<file path="config.mk">
export PLATFORM = sky130hd
export DESIGN_NAME = rr_arbiter_16
export DESIGN_NICKNAME = d
export VERILOG_FILES = /design/src/rtl/rr_arbiter_16.sv
export SDC_FILE = /design/constraint.sdc
export NUM_CORES = 1
export LEC_CHECK = 0
export ABC_AREA = 1
export CAP_MARGIN = 20
export CELL_PAD_IN_SITES_DETAIL_PLACEMENT = 0
export CELL_PAD_IN_SITES_GLOBAL_PLACEMENT = 1
export CORE_ASPECT_RATIO = 0.7
export CORE_MARGIN = 5
export CORE_UTILIZATION = 42
export CTS_CLUSTER_SIZE = 14
export DETAILED_ROUTE_END_ITERATION = 8
export HOLD_SLACK_MARGIN = 0.06
export PLACE_DENSITY = 0.95
export SLEW_MARGIN = 20
export SYNTH_ARGS = -nofsm -noshare
export SYNTH_HDL_FRONTEND = slang
export SYNTH_SLANG_ARGS = --single-unit
</file>
<file path="constraint.sdc">
create_clock -name clk -period 8.55 [get_ports clk]
set_input_delay 0.855 -clock clk [delete_from_list [all_inputs] [get_ports clk]]
set_output_delay 0.855 -clock clk [all_outputs]
set_load 0.05 [all_outputs]
</file>
<file path="src/rtl/rr_arbiter_16.sv">
// rr_arbiter_16: round-robin arbiter for 16 requesters sharing one datapath slot.
// One requester owns the slot at a time. A grant is held until the owner pulses
// done, drops its request, En falls, or the optional hold limit expires. The
// search start index then moves to just below the last winner, wrapping 0 -> 15,
// so every requester is eventually served.
// CW must be wide enough to hold HOLD_MAX-1. The counter saturates at 2^CW-1.
module rr_arbiter_16 #(
  parameter int HOLD_MAX = 255,
  parameter int CW       = 8
) (
  input  logic        clk,
  input  logic        rst,
  input  logic        En,
  input  logic [15:0] req,
  input  logic        done,
  output logic [15:0] gnt,
  output logic [3:0]  gnt_id,
  output logic        VALID,
  output logic        tmo
);

  typedef enum logic {
    IDLE  = 1'b0,
    GRANT = 1'b1
  } state_t;

  // The hold counter counts 0,1,2,... starting from the first grant cycle.
  // The counter value HOLD_MAX-1 marks the last cycle the grant may stay high.
  localparam logic [CW-1:0] HOLD_LAST = CW'((HOLD_MAX == 0) ? 0 : (HOLD_MAX - 1));
  localparam logic [CW-1:0] CNT_MAX   = {CW{1'b1}};
  localparam bit            TMO_EN    = (HOLD_MAX != 0);

  // Architectural state
  state_t        state_reg;
  logic [3:0]    ptr_reg;
  logic [CW-1:0] cnt_reg;
  logic [15:0]   gnt_reg;
  logic [3:0]    gnt_id_reg;
  logic          valid_reg;
  logic          tmo_reg;

  // Winner search
  logic [15:0]   rot_req;
  logic          any_req;
  logic [3:0]    win_off;
  logic [3:0]    win_id;
  logic [15:0]   win_onehot;

  // Release decode
  logic          owner_req;
  logic          rel_done;
  logic          rel_drop;
  logic          rel_en;
  logic          rel_tmo;
  logic          release_now;
  logic          tmo_only;
  logic [CW-1:0] cnt_next;

  // rot_req[k] is the request at search offset k, i.e. from requester ptr-k.
  // Offset 0 has the highest priority, so the downward rotation becomes a
  // plain lowest-set-bit search.
  genvar gi;
  generate
    for (gi = 0; gi < 16; gi++) begin : g_rot
      localparam logic [3:0] OFF = 4'(gi);
      logic [3:0] idx;
      assign idx         = ptr_reg - OFF;
      assign rot_req[gi] = req[idx];
    end
  endgenerate

  // Find the smallest offset with a pending request.
  // The loop runs downward so that the last hit, which is the lowest offset, wins.
  always_comb begin
    any_req = 1'b0;
    win_off = 4'd0;
    for (int k = 15; k >= 0; k--) begin
      if (rot_req[k]) begin
        any_req = 1'b1;
        win_off = 4'(k);
      end
    end
  end

  // Convert the winning offset back to an absolute requester index (mod 16).
  assign win_id = ptr_reg - win_off;

  // One-hot form of the winner, loaded straight into the grant register.
  generate
    for (gi = 0; gi < 16; gi++) begin : g_onehot
      localparam logic [3:0] IDX = 4'(gi);
      assign win_onehot[gi] = (win_id == IDX);
    end
  endgenerate

  // Release causes while in GRANT.
  // tmo is flagged only when the timeout is the sole reason for the release.
  assign owner_req   = req[gnt_id_reg];
  assign rel_done    = done;
  assign rel_drop    = ~owner_req;
  assign rel_en      = ~En;
  assign rel_tmo     = TMO_EN && (cnt_reg == HOLD_LAST);
  assign release_now = rel_done | rel_drop | rel_en | rel_tmo;
  assign tmo_only    = rel_tmo & ~rel_done & ~rel_drop & ~rel_en;

  // The hold counter saturates instead of wrapping.
  // This keeps an unlimited hold (HOLD_MAX = 0) from aliasing back to zero.
  assign cnt_next = (cnt_reg == CNT_MAX) ? cnt_reg : (cnt_reg + CW'(1));

  // Arbiter FSM with registered grant outputs. Reset overrides everything.
  always_ff @(posedge clk) begin
    if (rst) begin
      state_reg  <= IDLE;
      ptr_reg    <= 4'd15;
      cnt_reg    <= '0;
      gnt_reg    <= 16'h0000;
      gnt_id_reg <= 4'd0;
      valid_reg  <= 1'b0;
      tmo_reg    <= 1'b0;
    end else begin
      tmo_reg <= 1'b0;
      case (state_reg)
        IDLE: begin
          if (En && any_req) begin
            state_reg  <= GRANT;
            gnt_reg    <= win_onehot;
            gnt_id_reg <= win_id;
            valid_reg  <= 1'b1;
            cnt_reg    <= '0;
            ptr_reg    <= win_id - 4'd1;
          end
        end
        GRANT: begin
          if (release_now) begin
            // gnt_id keeps the last owner so downstream logic can still see it.
            state_reg <= IDLE;
            gnt_reg   <= 16'h0000;
            valid_reg <= 1'b0;
            tmo_reg   <= tmo_only;
          end else begin
            cnt_reg <= cnt_next;
          end
        end
        default: begin
          state_reg <= IDLE;
          gnt_reg   <= 16'h0000;
          valid_reg <= 1'b0;
        end
      endcase
    end
  end

  assign gnt    = gnt_reg;
  assign gnt_id = gnt_id_reg;
  assign VALID  = valid_reg;
  assign tmo    = tmo_reg;

endmodule
</file>
==> metrics.md, run 1 <==
| Metric | Value |
|---|---|
| Status | finished clean |
| Die footprint | slightly above 0.009 mm² |
| Adder-Cell Fraction of Synth Area | 0.0800 |
| Post-synth ARST share | 0 |
| Via Count | about 3300 |
| Largest register FFs | 16 |
| Pwr/cell area | 458 mW/mm² |
| Max_cap viols | 0 |
| Detailed Routing Iterations Pass 1 | 5 |
| CTS resizes | 0 |
| Total GRT Usage | 0.189 |
| Nets | between 500 and 600 |
| Top post-synthesis cells by area | dfxtp_1, nand2_1, nand3_1 |
| Leading cell types by count after synthesis | nand2_1, nand3_1, inv_1 |
| Slew Limit Headroom | 0.365 |
| H-tree levels | 2 |
| Maximum clock rate | between 200 and 250 MHz |
| Largest family of logic cells by synthesized area | simple AND/OR/NAND/NOR gates |
| Routed wire length on met3 | approximately 670 µm |
| CTS Buf Count | 5 |
| Port Buffers | 41 |
| Worst Hold Class | flip-flop to flip-flop |
| Leakage | between 1.5 and 2 nW |
| Vias/cell | between 5 and 6 |
| Yosys warns | 0 |
| Synth Flop Type | dfxtp_1 |
| XOR/XNOR share of the synthesized area | 0.0571 |
| Fin crit period | about 4.9 ns |
| Dpl cells | between 600 and 700 |
| Compound-cell area share of the yosys netlist | 0.122 |
| CP peak stage delay | around 0.77 ns |
| Placed wire-length estimate | just under 7 mm |
| Post-route ant nets | 0 |
| Crit-path max FO | 22 |
| Sequential-to-total area share from yosys stat | 0.229 |
| WL met2 | about 3.7 mm |
| CORE AREA | roughly 0.0072 mm² |
| Placer Congestion | ~0.91 |
| Die Y | 81.5 µm |
| WP data arrival | slightly above 5 ns |
| Non-filler cells, final | 627 |
| DRC errors left | 0 |
| Ant. Diodes | 0 |
| Min Hold Slack | 0.465 ns |
| IO Pins | 42 |
| Routed WL | 8.67 mm |
| Setup crit end kind | flip-flop |
| Clock skew | between 0.01 and 0.015 ns |
| Count leader, synth | nand2_1 |
| CP most frequent cell | nand2_1 |
| Number of flops mapped to enable cells by yosys | 0 |
| Syn_nets | between 500 and 600 |
| Pins over their slew limit | 0 |
| Synth Area in Simple Gates | 0.414 |
| Number of DRC markers in iteration 0 | between 200 and 300 |
| Fin crit share | 0.572 |
| Initial Util | 0.426 |
| Measured slew at the worst slew-check pin | 0.950 ns |
| Setup CP Type | flip-flop to flip-flop |
| WL/cell | ~14 µm |
| Vias in the first global route | 2830 |
| Cell count after synthesis | just under 500 |
| CTS tree | done |
| Clock Sinks | 35 |
| Synth-to-Final Area Change | 17.6% |
| Mux share of post-synthesis cell area | 0.00653 |
| Final hold violation count | 0 |
| Post-CTS Setup Bufs | 0 |
| Share of cells above drive strength 1 | 0.0473 |
| Clock-pin slew on the worst setup and hold paths | 0.08 ns |
| Metal-1 WL | around 4.3 mm |
| Post-Route Utilization | 0.501 |
| Clock Latency Late Sink | about 0.3 ns |
| Die width | around 110 µm |
| First-pass GRT wire length | ~14 mm |
| CP startpoint kind | flip-flop |
| Setup TNS Final | 0 ns |
| Root buf cell | clkbuf_8 |
| Synth Register Bits | 35 |
| Worst path slowest cell | dfxtp_1 |
| RSZ-0062 raised after global routing | no |
| Crit path required time | slightly below 9 ns |
| Final Setup Violations | 0 |
| Netlist cell types | 41 |
| Cell taking the most area after synthesis | dfxtp_1 |
| Rows | 26 |
| Top sig layer | met4 |
| Antenna violations before repair | 0 |
| GRT overflow | 0 |
| Average cell area after synthesis | around 6.2 µm² |
| Mapped Area | a little over 0.003 mm² |
| VDD IR-drop max | 0.000181 V |
| Largest net degree at the start of global routing | 27 |
| Largest buffer count on any clock path | 2 |
| Top cell type's share of synthesized area | 0.229 |
| CTS Hold Bufs | 0 |
==> layout by cell type, fill, tap and decap left out, drive strengths merged <==
master,netlist,layout
o221ai,3,3
o21ai,25,25
nor2,41,41
dfxtp,35,35
inv,47,47
nor3,3,3
a21o,2,2
clkinv,1,1
o21a,1,1
nor4,1,1
nand3,84,84
o31ai,1,1
mux2i,2,2
a21oi,31,31
o22ai,1,1
xor2,10,10
nand3b,1,1
clkdlybuf4s50,0,41
xnor2,7,7
o211ai,1,1
and2,1,1
a31oi,1,1
fa,1,1
nand4,3,3
nand2,157,157
ha,18,18
clkbuf,5,8
o21bai,1,1
a21boi,1,1
==> cell type report <==
class                   count  area [µm²]
repair buffers             41         410
inverters                  48         184
flip-flops and latches     35         701
fillers                   724        3590
clock buffers               8         100
well taps                  98         123
multi-input cells         397        2090
==> path summary, 6_finish.rpt <==
kind,from,end,slack [ns],cells after the start
worst max-delay path,ptr_reg[0],ptr_reg[3],3.66,28
worst min register to register,gnt[13],gnt[13],0.46,2
worst max register to register,ptr_reg[0],ptr_reg[3],3.66,28
worst min-delay path,gnt[13],gnt[13],0.46,2
==> metal layers <==
layer  vias up  track usage
li1       1688            -
met5         -            0
met2       124        0.274
met4         0       0.0264
met1      1492        0.295
met3         3       0.0361
==> cell families (layout without fill, tap and decap cells) <==
logic type | Yosys count | after routing
xor+xnor | 17 | 17
fa+ha+maj | 19 | 19
compound gates | 68 | 68
mux | 2 | 2
buf+inv | 63 | 97
simple gates | 291 | 291
flops | 35 | 35
==> worst max-delay path, delay by kind of cell (launching register included) <==
family / cells / cell delay, ns
AND/OR/NAND/NOR: 18 / 1.41
adder cells (fa/ha/maj): 3 / 1.08
buffers and inverters: 3 / 0.81
flip-flops: 1 / 0.77
XOR/XNOR: 1 / 0.45
AO/OA/AOI/OAI: 3 / 0.23
==> report_power, final <==
part | total [mW] | switching, mW | internal, mW
Sequential | 0.257 | 0.0562 | 0.201
Combinational | 1.26 | 0.842 | 0.419
Clock | 0.134 | 0.0607 | 0.0736
Total | 1.65 | 0.959 | 0.694
==> metrics by stage <==
step	cell area [µm²]	total power [mW]	setup slack, ns
after global placement	3500	1.49	3.95
after global routing	3600	1.83	3.05
after detailed placement	3500	1.51	3.73
final	3600	1.65	3.66
after CTS	3600	1.65	3.72
after floorplan	3070	1.25	4.62
No activity file was read; power rests on OpenSTA's default activity.
==> run 2, diff against run 1 <==
--- a/config.mk
+++ b/config.mk
@@ -11,11 +11,11 @@
 export CELL_PAD_IN_SITES_GLOBAL_PLACEMENT = 1
 export CORE_ASPECT_RATIO = 0.7
 export CORE_MARGIN = 5
-export CORE_UTILIZATION = 42
+export CORE_UTILIZATION = 39
 export CTS_CLUSTER_SIZE = 14
 export DETAILED_ROUTE_END_ITERATION = 8
 export HOLD_SLACK_MARGIN = 0.06
-export PLACE_DENSITY = 0.95
+export PLACE_DENSITY = 0.93
 export SLEW_MARGIN = 20
 export SYNTH_ARGS = -nofsm -noshare
 export SYNTH_HDL_FRONTEND = slang
==> constraint.sdc (replaced) <==
create_clock -name clk -period 4.7 [get_ports clk]
set_input_delay 0.47 -clock clk [delete_from_list [all_inputs] [get_ports clk]]
set_output_delay 0.47 -clock clk [all_outputs]
set_load 0.05 [all_outputs]
==> run 2 against run 1 <==
  * Via count grew 0.79%
  * Routed wire length grew 1.4%
  * Flip-flop and latch count is the same
  * Largest power group unchanged
==> metrics.md, run 2 (same netlist as run 1, synthesis figures left out) <==
| Metric | Value |
|---|---|
| Rows | 27 (+3.8%) |
| IO Pins | 42 (unchanged) |
| Post-Route Utilization | 0.477 (-0.0246) |
| VDD IR-drop max | 0.000332 V (+84%) |
| Largest buffer count on any clock path | 2 (unchanged) |
| Placed wire-length estimate | 6.77 mm (-0.18%) |
| Die width | 116 µm (+3.4%) |
| Fin crit period | 4.18 ns (-0.711 ns) |
| WL/cell | 13.9 µm (+0.41%) |
| Reg2Reg Launch Point | ptr_reg[0] |
| Filler instances | 798 (+10%) |
| Ant. Diodes | 0 (unchanged) |
| Comb pwr share | 0.743 (-0.020) |
| H-tree levels | 2 (unchanged) |
| Maximum clock rate | 239 MHz (+17%) |
| DRC errors left | 0 (unchanged) |
| GRT overflow | 0 (unchanged) |
| CTS Buf Count | 5 (unchanged) |
| Sw frac | 0.557 (-0.0235) |
| Worst reg2reg path endpoint | gnt[9] |
| Post-CTS Setup Bufs | 0 (unchanged) |
| Largest net degree at the start of global routing | 27 (unchanged) |
| Clock Sinks | 35 (unchanged) |
| CP startpoint kind | flip-flop |
| CTS resizes | 0 (unchanged) |
| Slew Limit Headroom | 0.350 (-0.0150) |
| Worst Hold Launch | gnt[13] |
| Vias in the first global route | 2950 (+4.2%) |
| Via Count | 3333 (+0.79%) |
| CP peak stage delay | 0.58 ns (-0.19 ns) |
| Clock Latency Late Sink | 0.28 ns (-0.02 ns) |
| Clock skew | 0.00322 ns (-0.00937 ns) |
| Die Y | 84.2 µm (+3.3%) |
| Fin crit share | 0.890 (+0.317) |
| Status | finished clean |
| Most frequent cells in the layout | nand2_1, nand3_1, inv_1 |
| Setup TNS Final | 0 ns (unchanged) |
| Flop pwr share | 0.137 (-0.018) |
| RSZ-0062 raised after global routing | no |
| Largest register FFs | 16 (unchanged) |
| Reg2reg path depth | 29 (+3.6%) |
| First-pass GRT wire length | 14.5 mm (+3.2%) |
| CTS Hold Bufs | 0 (unchanged) |
| Clock-pin slew on the worst setup and hold paths | 0.06 ns (-0.02 ns) |
| Hold depth | 2 (unchanged) |
| CTS tree | done |
| Leakage | 1.71 nW (+3.0%) |
| Power share of the clock group | 0.120 (+0.039) |
| Final Setup Violations | 0 (unchanged) |
| Port Buffers | 41 (unchanged) |
| Antenna violations before repair | 0 (unchanged) |
| WP data arrival | 4.37 ns (-0.71 ns) |
| Measured slew at the worst slew-check pin | 0.972 ns (+0.0225 ns) |
| Pins over their slew limit | 0 (unchanged) |
| Max_cap viols | 0 (unchanged) |
| Total GRT Usage | 0.182 (-0.00731) |
| Nets | 570 (+0.53%) |
| Post-route ant nets | 0 (unchanged) |
| Share of cells above drive strength 1 | 0.0545 (+0.00725) |
| Vias/cell | 5.27 (-0.17%) |
| Internal | 1.42 mW (+100%) |
| Psw | 1.78 mW (+86%) |
| Setup crit end kind | flip-flop |
| Reg2Reg Setup Slack | 0.52 ns (-3.14 ns) |
| Worst hold endpoint | gnt[13] |
| Worst Hold Class | flip-flop to flip-flop |
| Crit path required time | 4.89 ns (-3.85 ns) |
| Setup CP Type | flip-flop to flip-flop |
| Die footprint | 0.00976 mm² (+6.9%) |
| Crit-path max FO | 19 (-14%) |
| Placer Congestion | 0.940 (+3.8%) |
| Final hold violation count | 0 (unchanged) |
| Routed WL | 8.79 mm (+1.4%) |
| Synth-to-Final Area Change | 20.8% |
| Worst path slowest cell | fa_1 |
| Most common cell after layout, fill and taps aside | nand2_1 |
| CORE AREA | 0.00777 mm² (+8.1%) |
| Initial Util | 0.395 (-0.0319) |
| Pwr/cell area | 865 mW/mm² (+89%) |
| Number of DRC markers in iteration 0 | 280 (+1.4%) |
| Root buf cell | clkbuf_16 |
| CP most frequent cell | nand2_1 |
| Detailed Routing Iterations Pass 1 | 5 (unchanged) |
-- run 2: cell types whose count changed in the layout (fill, tap and decap cells not counted), sizes merged --
cell    change
buf         +3
bufinv      +1
clkbuf      -2
clkinv      +1
-- run 2: worst max-delay path: cells and delay by family (launching register included) --
| kind | cells | cell delay, ns |
|---|---|---|
| adder cells (fa/ha/maj) | 4 | 1.35 |
| buffers and inverters | 2 | 0.47 |
| AO/OA/AOI/OAI | 2 | 0.24 |
| flip-flops | 1 | 0.31 |
| AND/OR/NAND/NOR | 21 | 1.67 |
-- run 2: routing by layer --
metal | global-route usage | vias up | share of wire
met5 | 0 | - | 0
met4 | 0.0337 | 0 | 0.0080
li1 | - | 1694 | -
met3 | 0.0526 | 7 | 0.081
met2 | 0.246 | 112 | 0.41
met1 | 0.284 | 1520 | 0.50
-- run 2: power by group through the flow --
| stage | clock network [mW] | registers [mW] | logic (mW) |
|---|---|---|---|
| after floorplan | 0 | 0.591 | 1.69 |
| after global placement | 0 | 0.446 | 2.32 |
| after detailed placement | 0 | 0.444 | 2.33 |
| after CTS | 0.388 | 0.439 | 2.35 |
| after global routing | 0.405 | 0.450 | 2.68 |
| final | 0.384 | 0.438 | 2.38 |
-- run 2: stage by stage --
stage               worst slack [ns]  hold WS [ns]  cells  power (mW)  area, µm²
finish                         0.519         0.459    633        3.20       3700
global route                  0.0663         0.498    633        3.53       3700
floorplan                      0.770         0.466    495        2.28       3070
detailed placement             0.612         0.453    625        2.78       3530
global placement               0.524         0.453    625        2.77       3530
CTS                            0.591         0.462    633        3.18       3700
-- run 2: how the worst max path moves through the flow --
| stage | from | to | slack [ns] | cells after the start |
|---|---|---|---|---|
| 2_1_floorplan | ptr_reg[1] | ptr_reg[3] | 0.77 | 32 |
| 4_1_cts | ptr_reg[2] | gnt[14] | 0.59 | 28 |
| 3_3_place_gp | ptr_reg[2] | gnt[14] | 0.52 | 28 |
| 5_1_grt | ptr_reg[0] | gnt[15] | 0.07 | 30 |
| 6_report | ptr_reg[0] | gnt[9] | 0.52 | 29 |
| 3_5_place_dp | ptr_reg[2] | gnt[10] | 0.61 | 28 |
-- run 2: area by class of cell --
| cell class | count | area [µm²] | area share |
|---|---|---|---|
| Inverter | 48 | 184 | 0.0497 |
| Clock inverter | 2 | 35.0 | 0.00946 |
| Timing Repair Buffer | 44 | 433 | 0.117 |
| Multi-Input combinational cell | 397 | 2090 | 0.563 |
| Clock buffer | 6 | 139 | 0.0375 |
| Sequential cell | 35 | 701 | 0.189 |
| Tap cell | 101 | 126 | 0.0341 |
